==> src/rtl/dmem_readback_ctrl.sv <==
// -----------------------------------------------------------------------------
// dmem_readback_ctrl
//
// Reads a loader-format image back out of the datapath data memory and
// streams the payload toward the host FIFO. The image layout is: word 0
// holds the payload count N, and words 1..N hold the payload. Counts that do
// not fit in ADDR_W bits are clamped to 2**ADDR_W-1 and flagged with err.
//
// Reads are issued ahead of the consumer into a small output FIFO of depth
// RD_LAT+1. That depth covers the memory round trip, so the stream runs at
// one beat per cycle when the sink is always ready. Under backpressure the
// read issue stalls before the FIFO can overflow.
//
// Ports
//   clk        system clock, rising edge
//   reset_n    asynchronous active-low reset
//   start      one-cycle pulse; begins a readback when idle
//   mem_addr   data-memory read address (holds last value between strobes)
//   mem_rd_en  data-memory read strobe
//   mem_dout   data-memory read data, valid RD_LAT cycles after the strobe
//   m_data     stream payload word
//   m_valid    m_data valid
//   m_ready    downstream accepts on m_valid & m_ready
//   m_last     marks the beat read from address N
//   busy       high from the cycle after an accepted start until done
//   done       one-cycle pulse once the final beat has been accepted
//   count_out  latched (clamped) payload count
//   err        sticky header-overflow flag, cleared by the next start
// -----------------------------------------------------------------------------
module dmem_readback_ctrl #(
   parameter int DATA_W = 64,
   parameter int ADDR_W = 8,
   parameter int RD_LAT = 1
) (
   input  logic              clk,
   input  logic              reset_n,
   input  logic              start,
   output logic [ADDR_W-1:0] mem_addr,
   output logic              mem_rd_en,
   input  logic [DATA_W-1:0] mem_dout,
   output logic [DATA_W-1:0] m_data,
   output logic              m_valid,
   input  logic              m_ready,
   output logic              m_last,
   output logic              busy,
   output logic              done,
   output logic [ADDR_W-1:0] count_out,
   output logic              err
);

   localparam int DEPTH = RD_LAT + 1;
   localparam int PW    = $clog2(DEPTH);
   localparam int CW    = $clog2(DEPTH + 2);
   localparam logic [ADDR_W:0] ADDR_ONE = (ADDR_W+1)'(1);
   localparam logic [PW-1:0]   PTR_ONE  = PW'(1);
   localparam logic [PW-1:0]   PTR_LAST = PW'(DEPTH - 1);

   typedef enum logic [2:0] {
      IDLE,
      HDR_RD,
      HDR_WAIT,
      STREAM,
      FINISH
   } state_t;

   state_t state_q, state_d;

   logic [RD_LAT-1:0] pipe_q, pipe_d;
   logic [CW-1:0]     inflight_q, inflight_d;
   logic [CW-1:0]     occ_q, occ_d;
   logic [PW-1:0]     wrPtr_q, wrPtr_d;
   logic [PW-1:0]     rdPtr_q, rdPtr_d;
   logic [ADDR_W:0]   rdAddr_q, rdAddr_d;
   logic [ADDR_W:0]   beatCnt_q, beatCnt_d;
   logic [ADDR_W-1:0] lastAddr_q, lastAddr_d;
   logic [ADDR_W-1:0] count_q, count_d;
   logic              err_q, err_d;
   logic [DATA_W-1:0] fifoMem_q [DEPTH];

   logic              hdrRd;
   logic              issue;
   logic              arrive;
   logic              push;
   logic              pop;
   logic              hdrOver;
   logic [ADDR_W-1:0] hdrCount;

   // Advance a FIFO pointer. The depth is RD_LAT+1, which need not be a
   // power of two, so the pointer wraps explicitly.
   function automatic logic [PW-1:0] nextPtr(input logic [PW-1:0] p);
      return (p == PTR_LAST) ? '0 : p + PTR_ONE;
   endfunction

   // The oldest outstanding read returns when it reaches the end of the
   // latency pipe. The header is the only read in flight during HDR_WAIT,
   // so data arriving there is the count word. Data arriving during STREAM
   // is payload and goes into the FIFO.
   assign arrive   = pipe_q[RD_LAT-1];
   assign push     = arrive && (state_q == STREAM);
   assign m_valid  = (occ_q != '0);
   assign pop      = m_valid & m_ready;
   assign m_data   = m_valid ? fifoMem_q[rdPtr_q] : '0;
   assign m_last   = m_valid && (beatCnt_q == {1'b0, count_q});
   assign hdrOver  = |mem_dout[DATA_W-1:ADDR_W];
   assign hdrCount = hdrOver ? '1 : mem_dout[ADDR_W-1:0];

   assign count_out = count_q;
   assign err       = err_q;

   // State register. A reset at any point drops straight back to IDLE,
   // which abandons any readback in progress without a done pulse.
   always_ff @(posedge clk or negedge reset_n) begin
      if (!reset_n) begin
         state_q <= IDLE;
      end else begin
         state_q <= state_d;
      end
   end

   // Next-state logic. start only matters in IDLE. The header wait ends on
   // the cycle the count word arrives. An empty image skips streaming and
   // goes directly to the done cycle.
   always_comb begin
      state_d = state_q;
      case (state_q)
         IDLE: begin
            if (start) begin
               state_d = HDR_RD;
            end
         end
         HDR_RD: begin
            state_d = HDR_WAIT;
         end
         HDR_WAIT: begin
            if (arrive) begin
               state_d = (hdrCount == '0) ? FINISH : STREAM;
            end
         end
         STREAM: begin
            if (pop && m_last) begin
               state_d = FINISH;
            end
         end
         FINISH: begin
            state_d = IDLE;
         end
         default: begin
            state_d = IDLE;
         end
      endcase
   end

   // Outputs and read strobes. A payload read is issued only while the FIFO
   // plus the reads still in flight would fit after this cycle's pop. Giving
   // credit for the pop keeps a full-rate stream free of bubbles and never
   // lets returning data overrun the FIFO. The address register stops one
   // past N, so it never wraps.
   always_comb begin
      hdrRd     = 1'b0;
      issue     = 1'b0;
      busy      = 1'b0;
      done      = 1'b0;
      mem_rd_en = 1'b0;
      mem_addr  = lastAddr_q;
      case (state_q)
         HDR_RD: begin
            hdrRd     = 1'b1;
            busy      = 1'b1;
            mem_rd_en = 1'b1;
            mem_addr  = '0;
         end
         HDR_WAIT: begin
            busy = 1'b1;
         end
         STREAM: begin
            busy = 1'b1;
            if ((rdAddr_q <= {1'b0, count_q}) &&
                ((occ_q + inflight_q) < (CW'(DEPTH) + CW'(pop)))) begin
               issue     = 1'b1;
               mem_rd_en = 1'b1;
               mem_addr  = rdAddr_q[ADDR_W-1:0];
            end
         end
         FINISH: begin
            done = 1'b1;
         end
         default: begin
            busy = 1'b0;
         end
      endcase
   end

   // Datapath next-state. The latency pipe tags every strobe, including the
   // header read, so arrivals line up with mem_dout. FIFO occupancy and the
   // in-flight count each change by push/pop or issue/arrive. Simultaneous
   // push and pop leave occupancy unchanged. beatCnt numbers the beat at the
   // FIFO head, which is how m_last finds the beat from address N.
   always_comb begin
      pipe_d     = '0;
      pipe_d[0]  = mem_rd_en;
      for (int i = 1; i < RD_LAT; i++) begin
         pipe_d[i] = pipe_q[i-1];
      end
      inflight_d = inflight_q + CW'(mem_rd_en) - CW'(arrive);
      occ_d      = occ_q + CW'(push) - CW'(pop);
      wrPtr_d    = push ? nextPtr(wrPtr_q) : wrPtr_q;
      rdPtr_d    = pop ? nextPtr(rdPtr_q) : rdPtr_q;
      rdAddr_d   = rdAddr_q;
      beatCnt_d  = beatCnt_q;
      lastAddr_d = mem_rd_en ? mem_addr : lastAddr_q;
      count_d    = count_q;
      err_d      = err_q;

      if ((state_q == IDLE) && start) begin
         err_d     = 1'b0;
         rdAddr_d  = ADDR_ONE;
         beatCnt_d = ADDR_ONE;
      end
      if ((state_q == HDR_WAIT) && arrive) begin
         count_d = hdrCount;
         err_d   = hdrOver;
      end
      if (issue) begin
         rdAddr_d = rdAddr_q + ADDR_ONE;
      end
      if (pop) begin
         beatCnt_d = beatCnt_q + ADDR_ONE;
      end
   end

   // Datapath registers. All of them clear on reset, so the FIFO comes back
   // empty and nothing is in flight.
   always_ff @(posedge clk or negedge reset_n) begin
      if (!reset_n) begin
         pipe_q     <= '0;
         inflight_q <= '0;
         occ_q      <= '0;
         wrPtr_q    <= '0;
         rdPtr_q    <= '0;
         rdAddr_q   <= '0;
         beatCnt_q  <= '0;
         lastAddr_q <= '0;
         count_q    <= '0;
         err_q      <= 1'b0;
      end else begin
         pipe_q     <= pipe_d;
         inflight_q <= inflight_d;
         occ_q      <= occ_d;
         wrPtr_q    <= wrPtr_d;
         rdPtr_q    <= rdPtr_d;
         rdAddr_q   <= rdAddr_d;
         beatCnt_q  <= beatCnt_d;
         lastAddr_q <= lastAddr_d;
         count_q    <= count_d;
         err_q      <= err_d;
      end
   end

   // FIFO storage. Its contents are only visible through the head pointer
   // while occupancy is nonzero, so it needs no reset.
   always_ff @(posedge clk) begin
      if (push) begin
         fifoMem_q[wrPtr_q] <= mem_dout;
      end
   end

endmodule

==> config.mk <==
export PLATFORM = sky130hd
export DESIGN_NAME = dmem_readback_ctrl
export DESIGN_NICKNAME = d
export VERILOG_FILES = /design/src/rtl/dmem_readback_ctrl.sv
export SDC_FILE = /design/constraint.sdc
export NUM_CORES = 1
export LEC_CHECK = 0
export CAP_MARGIN = 20
export CELL_PAD_IN_SITES_DETAIL_PLACEMENT = 1
export CELL_PAD_IN_SITES_GLOBAL_PLACEMENT = 1
export CORE_MARGIN = 2
export CORE_UTILIZATION = 46
export CTS_BUF_LIST = sky130_fd_sc_hd__clkbuf_4 sky130_fd_sc_hd__clkbuf_8
export CTS_CLUSTER_DIAMETER = 200
export DETAILED_ROUTE_END_ITERATION = 16
export PLACE_DENSITY = 0.85
export RECOVER_POWER = 25
export SETUP_SLACK_MARGIN = 0.3
export SKIP_LAST_GASP = 1
export SLEW_MARGIN = 20
export SYNTH_ARGS = -nofsm -noshare
export SYNTH_HDL_FRONTEND = slang
export SYNTH_SLANG_ARGS = --single-unit
==> constraint.sdc <==
create_clock -name clk -period 8.29 [get_ports clk]
set_input_delay 1.658 -clock clk [delete_from_list [all_inputs] [get_ports clk]]
set_output_delay 1.658 -clock clk [all_outputs]
set_load 0.01 [all_outputs]
After elaboration in Yosys (flattened, before gate mapping)
Memories as Yosys holds them, arrays and structs flattened.
Index checks and enable logic that the tools add are counted.
{ "classes": {"add_sub_neg": 10, "mul": 0, "div": 0, "n_lt_le_gt_ge": 2, "eq_ne": 8, "shift": 0, "mux": 23, "bitwise": 1, "reduce_logical": 15} }
{ "op_table": {"columns": ["operator", "count"], "rows": [
  ["64-bit 2-to-1 mux", 1],
  ["56-bit OR reduction", 1],
  ["9-bit 2-to-1 mux", 3],
  ["9-bit by 1-bit adder with 9-bit output, second input constant", 2],
  ["8-bit 2-to-1 mux", 2],
  ["8-bit case mux with 2 select lines", 1],
  ["3-bit 2-to-1 mux", 4],
  ["3-bit case mux with 4 select lines", 1],
  ["1-bit 2-to-1 mux", 10],
  ["9-bit by 8-bit == test with 1-bit output", 1],
  ["9-bit by 8-bit <= comparator with 1-bit output", 1],
  ["8-bit zero test", 1],
  ["2-bit nonzero test", 4],
  ["3-bit by 2-bit == test with 1-bit output, second input constant", 2],
  ["1-bit logical AND", 6],
  ["2-bit by 1-bit adder with 2-bit output", 2],
  ["2-bit inequality test, second input constant", 2],
  ["2-bit by 1-bit subtractor with 2-bit output", 2],
  ["3-bit by 1-bit == test with 1-bit output, second input constant", 1],
  ["3-bit == test, second input constant", 1],
  ["3-bit zero test", 1],
  ["3-bit AND reduction", 1],
  ["3-bit OR reduction", 1],
  ["1-bit adder, second input constant", 2],
  ["6 further kinds", 6]
]} }
{ "word_totals": {"regBits": 45, "latchBits": 0, "mem_bits_rw": 128, "romBits": 0, "output_inout_bits": 86, "elab_cells": 71, "memories": 1} }
{ "mem_list": {"columns": ["name", "depth", "width", "read_ports", "rd_clocked_by_memory_dff", "write_ports", "line_no", "rtl"], "rows": [
  ["fifoMem_q", 2, 64, 1, 0, 1, "78", "logic [DATA_W-1:0] fifoMem_q [DEPTH];"]
]} }

Depth between registers and ports, before layout
{ "logic_depth": {"depth_word": 9, "mapped_depth": 11, "depth_no_buf": 10} }

Worst setup path after synthesis
No wires, ideal clock.
{ "synth_path": {"kind": "in2out", "from": "input m_ready", "to": "output mem_addr[0]", "arrival_ns": 2.776, "setup_slack_ns": 3.856, "stages": 6, "path_buffers": 1, "cell_sequence": "a311o_1 > nand3_1 > a21oi_1 > buf_2 > nand2b_1 > o21ai_0"} }
{ "synth_via": {"elab_chain_len": 6} }
{ "synth_rtl": {"columns": ["item", "line_no", "rtl"], "rows": [
  ["from (decl)", "43", "input logic m_ready,"],
  ["1-bit bitwise AND", "101", "assign pop = m_valid & m_ready;"],
  ["2-bit by 1-bit adder with 2-bit output", "178", "((occ_q + inflight_q) < (CW'(DEPTH) + CW'(pop)))) begin"],
  ["2-bit less-than comparator", "178", null],
  ["1-bit logical AND", "177", "if ((rdAddr_q <= {1'b0, count_q}) &&"],
  ["8-bit 2-to-1 mux", "177", null],
  ["8-bit case mux with 2 select lines", "165", "case (state_q)"],
  ["to (decl)", "38", "output logic [ADDR_W-1:0] mem_addr,"]
]} }
Every way passes these cells.

Worst setup path in the final report
Ends and elaborated chain as after synthesis.

==> flow_metrics.tcl <==
set metrics [dict create \
    first_pass_iters 4 \
    rsz0062_at_grt "no" \
    syn_inst 545 \
    outcome "complete, but fails checks" \
    synth_top_cell_by_area "edfxtp_1" \
    avgSynthCellArea_sq_um 13.50 \
    grt_max_degree 67 \
    clock_latency_ns 0.46 \
    hold_depth 1 \
    drive_above_1_share_pct 6.713 \
    synth-seq-area-share_pct 67.53 \
    clkSlewWorstSetupHoldPaths_ns 0.08 \
    drtIter0Drc 319 \
    total_power_mw 3.782 \
    cp.arrival_ns 3.86 \
    h-tree-depth 4 \
    min_from "beatCnt_q[8]$_DFFE_PN0P_" \
    maxCapViolations 1 \
    viasPerCell 5.411 \
    die_y_um 130.5 \
    num_io_pins 154 \
    core_area_sq_um 15770 \
    fmax_mhz 181.3 \
    via_count 5038 \
    rrSetupSlack_ns 5.47 \
    cts_hold_buffers 0 \
    start_util_pct 46.67 \
    synth_cell_types 45 \
    cts_setup_buffers 0 \
    max_slew_margin_pct -67.01 \
    chipWidth_um 130.5 \
    finalNetCount 785 \
    fin_tns_setup_ns 0 \
    synth_common_cells "128 x edfxtp_1, 81 x nor2_1, 69 x mux2i_1" \
    r2r_start "count_out[6]$_DFFE_PN0P_" \
    reg2reg_depth 11 \
    critPathRequiredTime_ns 6.63 \
    row_count 46 \
    p_leak_nw 3.770 \
    place_ws_ns 2.752 \
    crit_fanout 39 \
    worst-slew-pin-transition_ns 2.505 \
    cts_tree "yes" \
    cts_resized 0 \
    period_share_pct 66.52 \
    grt-ovfl-total 0 \
    clk_path_buf_depth 2 \
    grt_pass1_wl_um 28790 \
    drt_wl_total_um 18480 \
    violations "max-capacitance violations, max-slew violations" \
    post-route-min-period_ns 5.515 \
    finalHoldViolCount 0 \
    grt_antenna_before_repair 2 \
    ys_ff_latch 173 \
    cts_buffers 17 \
    end_kind "primary output" \
    routabilityCongestion 0.8286 \
    grt.total_usage_pct 22.40 \
    die_area_sq_um 17030 \
    synthToLayoutAreaGrowth_pct 29.79 \
    netlist.area_leader.share_pct 52.23 \
    worstSetupPathType "primary input to primary output" \
    grt_pass1_vias 5313 \
    peakVddDrop_v 0.0002719 \
    maxSlewViolCount 46 \
    clkSinkCount 173 \
    synth_area_sq_um 7360 \
    min_to "beatCnt_q[8]$_DFFE_PN0P_" \
    startpoint_type "primary input" \
    synth_edf_count 128 \
    synth.most_common_cell "edfxtp_1" \
    r2r_end "inflight_q[1]$_DFF_PN0_" \
    synth_area_leaders "edfxtp_1 52%, dfrtp_1 15%, mux2i_1 9.4%" \
    diodes 0 \
    syn-num-nets 628 \
    wl_per_cell_um 19.85 \
    ant_nets 0 \
    async_reset_ff_share_pct 26.01 \
    yosys_most_used_dff "edfxtp_1" \
    worst_slack_ns 2.775 \
    hpwl_um 12930 \
    finalSetupViolCount 0 \
    fin_skew_ns 0.01591 \
    min_path_type "flip-flop to flip-flop" \
    drc 0 \
    ys.warnings.count 0 \
    cts-root-buf "clkbuf_8" \
    port_buffers 153 \
    p_per_area_nw_per_um2 396.0 \
]
==> registers in the layout, summed over array words and instances (netlist names) <==
signal,cells
rdAddr_q,9
rdPtr_q,1
wrPtr_q,1
occ_q,2
state_q,3
inflight_q,2
beatCnt_q,9
arrive,1
count_out,8
lastAddr_q,8
fifoMem_q,128
err,1
==> area by class of cell <==
| cell class | instances | area (sq um) |
|---|---|---|
| Tap cell | 216 | 270.3 |
| Sequential cell | 173 | 4974 |
| Clock inverter | 11 | 141.4 |
| Timing Repair Buffer | 158 | 1563 |
| Clock buffer | 21 | 276.5 |
| Fill cell | 1580 | 6218 |
| Multi-Input combinational cell | 335 | 2263 |
| Inverter | 17 | 63.81 |
==> critical path: stages <==
cell and delay (ns):
clkdlybuf4s50_1 0.46, a311o_1 0.34, nand3_1 0.11, a21oi_2 0.04, buf_4 0.23, nand2b_1 0.24, o21ai_0 0.20, clkdlybuf4s50_1 0.58
==> logic make-up (layout without fill, tap and decap cells) <==
| family | count (synthesis) | count (layout) | share of synthesized area, % |
|---|---|---|---|
| buf+inv | 37 | 207 | 1.989 |
| xor+xnor | 16 | 16 | 1.904 |
| simple gates | 178 | 178 | 11.56 |
| mux | 69 | 69 | 9.385 |
| compound gates | 57 | 57 | 5.083 |
| fa+ha+maj | 15 | 15 | 2.550 |
| flops | 173 | 173 | 67.53 |
==> worst max path at each step <==
stage | startpoint | endpoint | slack, ns | cells past startpoint
detailed placement | m_ready | mem_addr[0] | 2.75 | 8
floorplan | m_ready | mem_addr[0] | 3.86 | 6
global placement | m_ready | mem_addr[0] | 2.85 | 8
global route | m_ready | mem_addr[0] | 2.64 | 9
finish | m_ready | mem_addr[0] | 2.78 | 8
CTS | m_ready | mem_addr[0] | 2.76 | 8
==> where the power goes <==
group	total, mW	switching, mW	internal (mW)
Combinational	1.68	0.878	0.802
Sequential	1.49	0.185	1.30
Clock	0.616	0.295	0.320
==> through the flow <==
stage                     area (sq um)  cells  utilization, %  hold WS [ns]
after global placement            9135    899           57.93        0.4780
after CTS                         9553    931           60.58        0.4985
after floorplan                   7360    545               -        0.4506
final                             9552    931           60.57        0.4974
after detailed placement          9135    899           57.93        0.4873
after global routing              9552    931           60.57        0.5161
==> metal layers <==
layer / track usage (%) / part of all wire, % / vias to the layer above
li1: - / - / 2321
met3: 7.085 / 6.7 / 19
met2: 37.99 / 50 / 151
met5: 0 / 0.11 / -
met1: 28.16 / 42 / 2543
met4: 5.569 / 0.99 / 4
==> cells in the final DEF (no fill, tap or decap), drive strengths merged, types with 2 or more instances in the layout <==
cell	instances
a31oi	2
or2	2
inv	19
buf	5
xor2	2
dfrtp	45
a21o	2
a22o	2
nor2b	2
a21oi	6
nor2	81
xnor2	14
nand3	12
ha	15
nand2	33
clkinv	5
o22a	7
a221o	5
edfxtp	128
nand2b	3
o21ai	27
mux2i	69
dlygate4sd3	33
clkdlybuf4s50	119
nor3	5
clkbuf	22
bufinv	3
nand4b	2
and3	9
nor4	16
nand4	7
or3	2
Note: power is estimated with default switching activity, not from simulation.
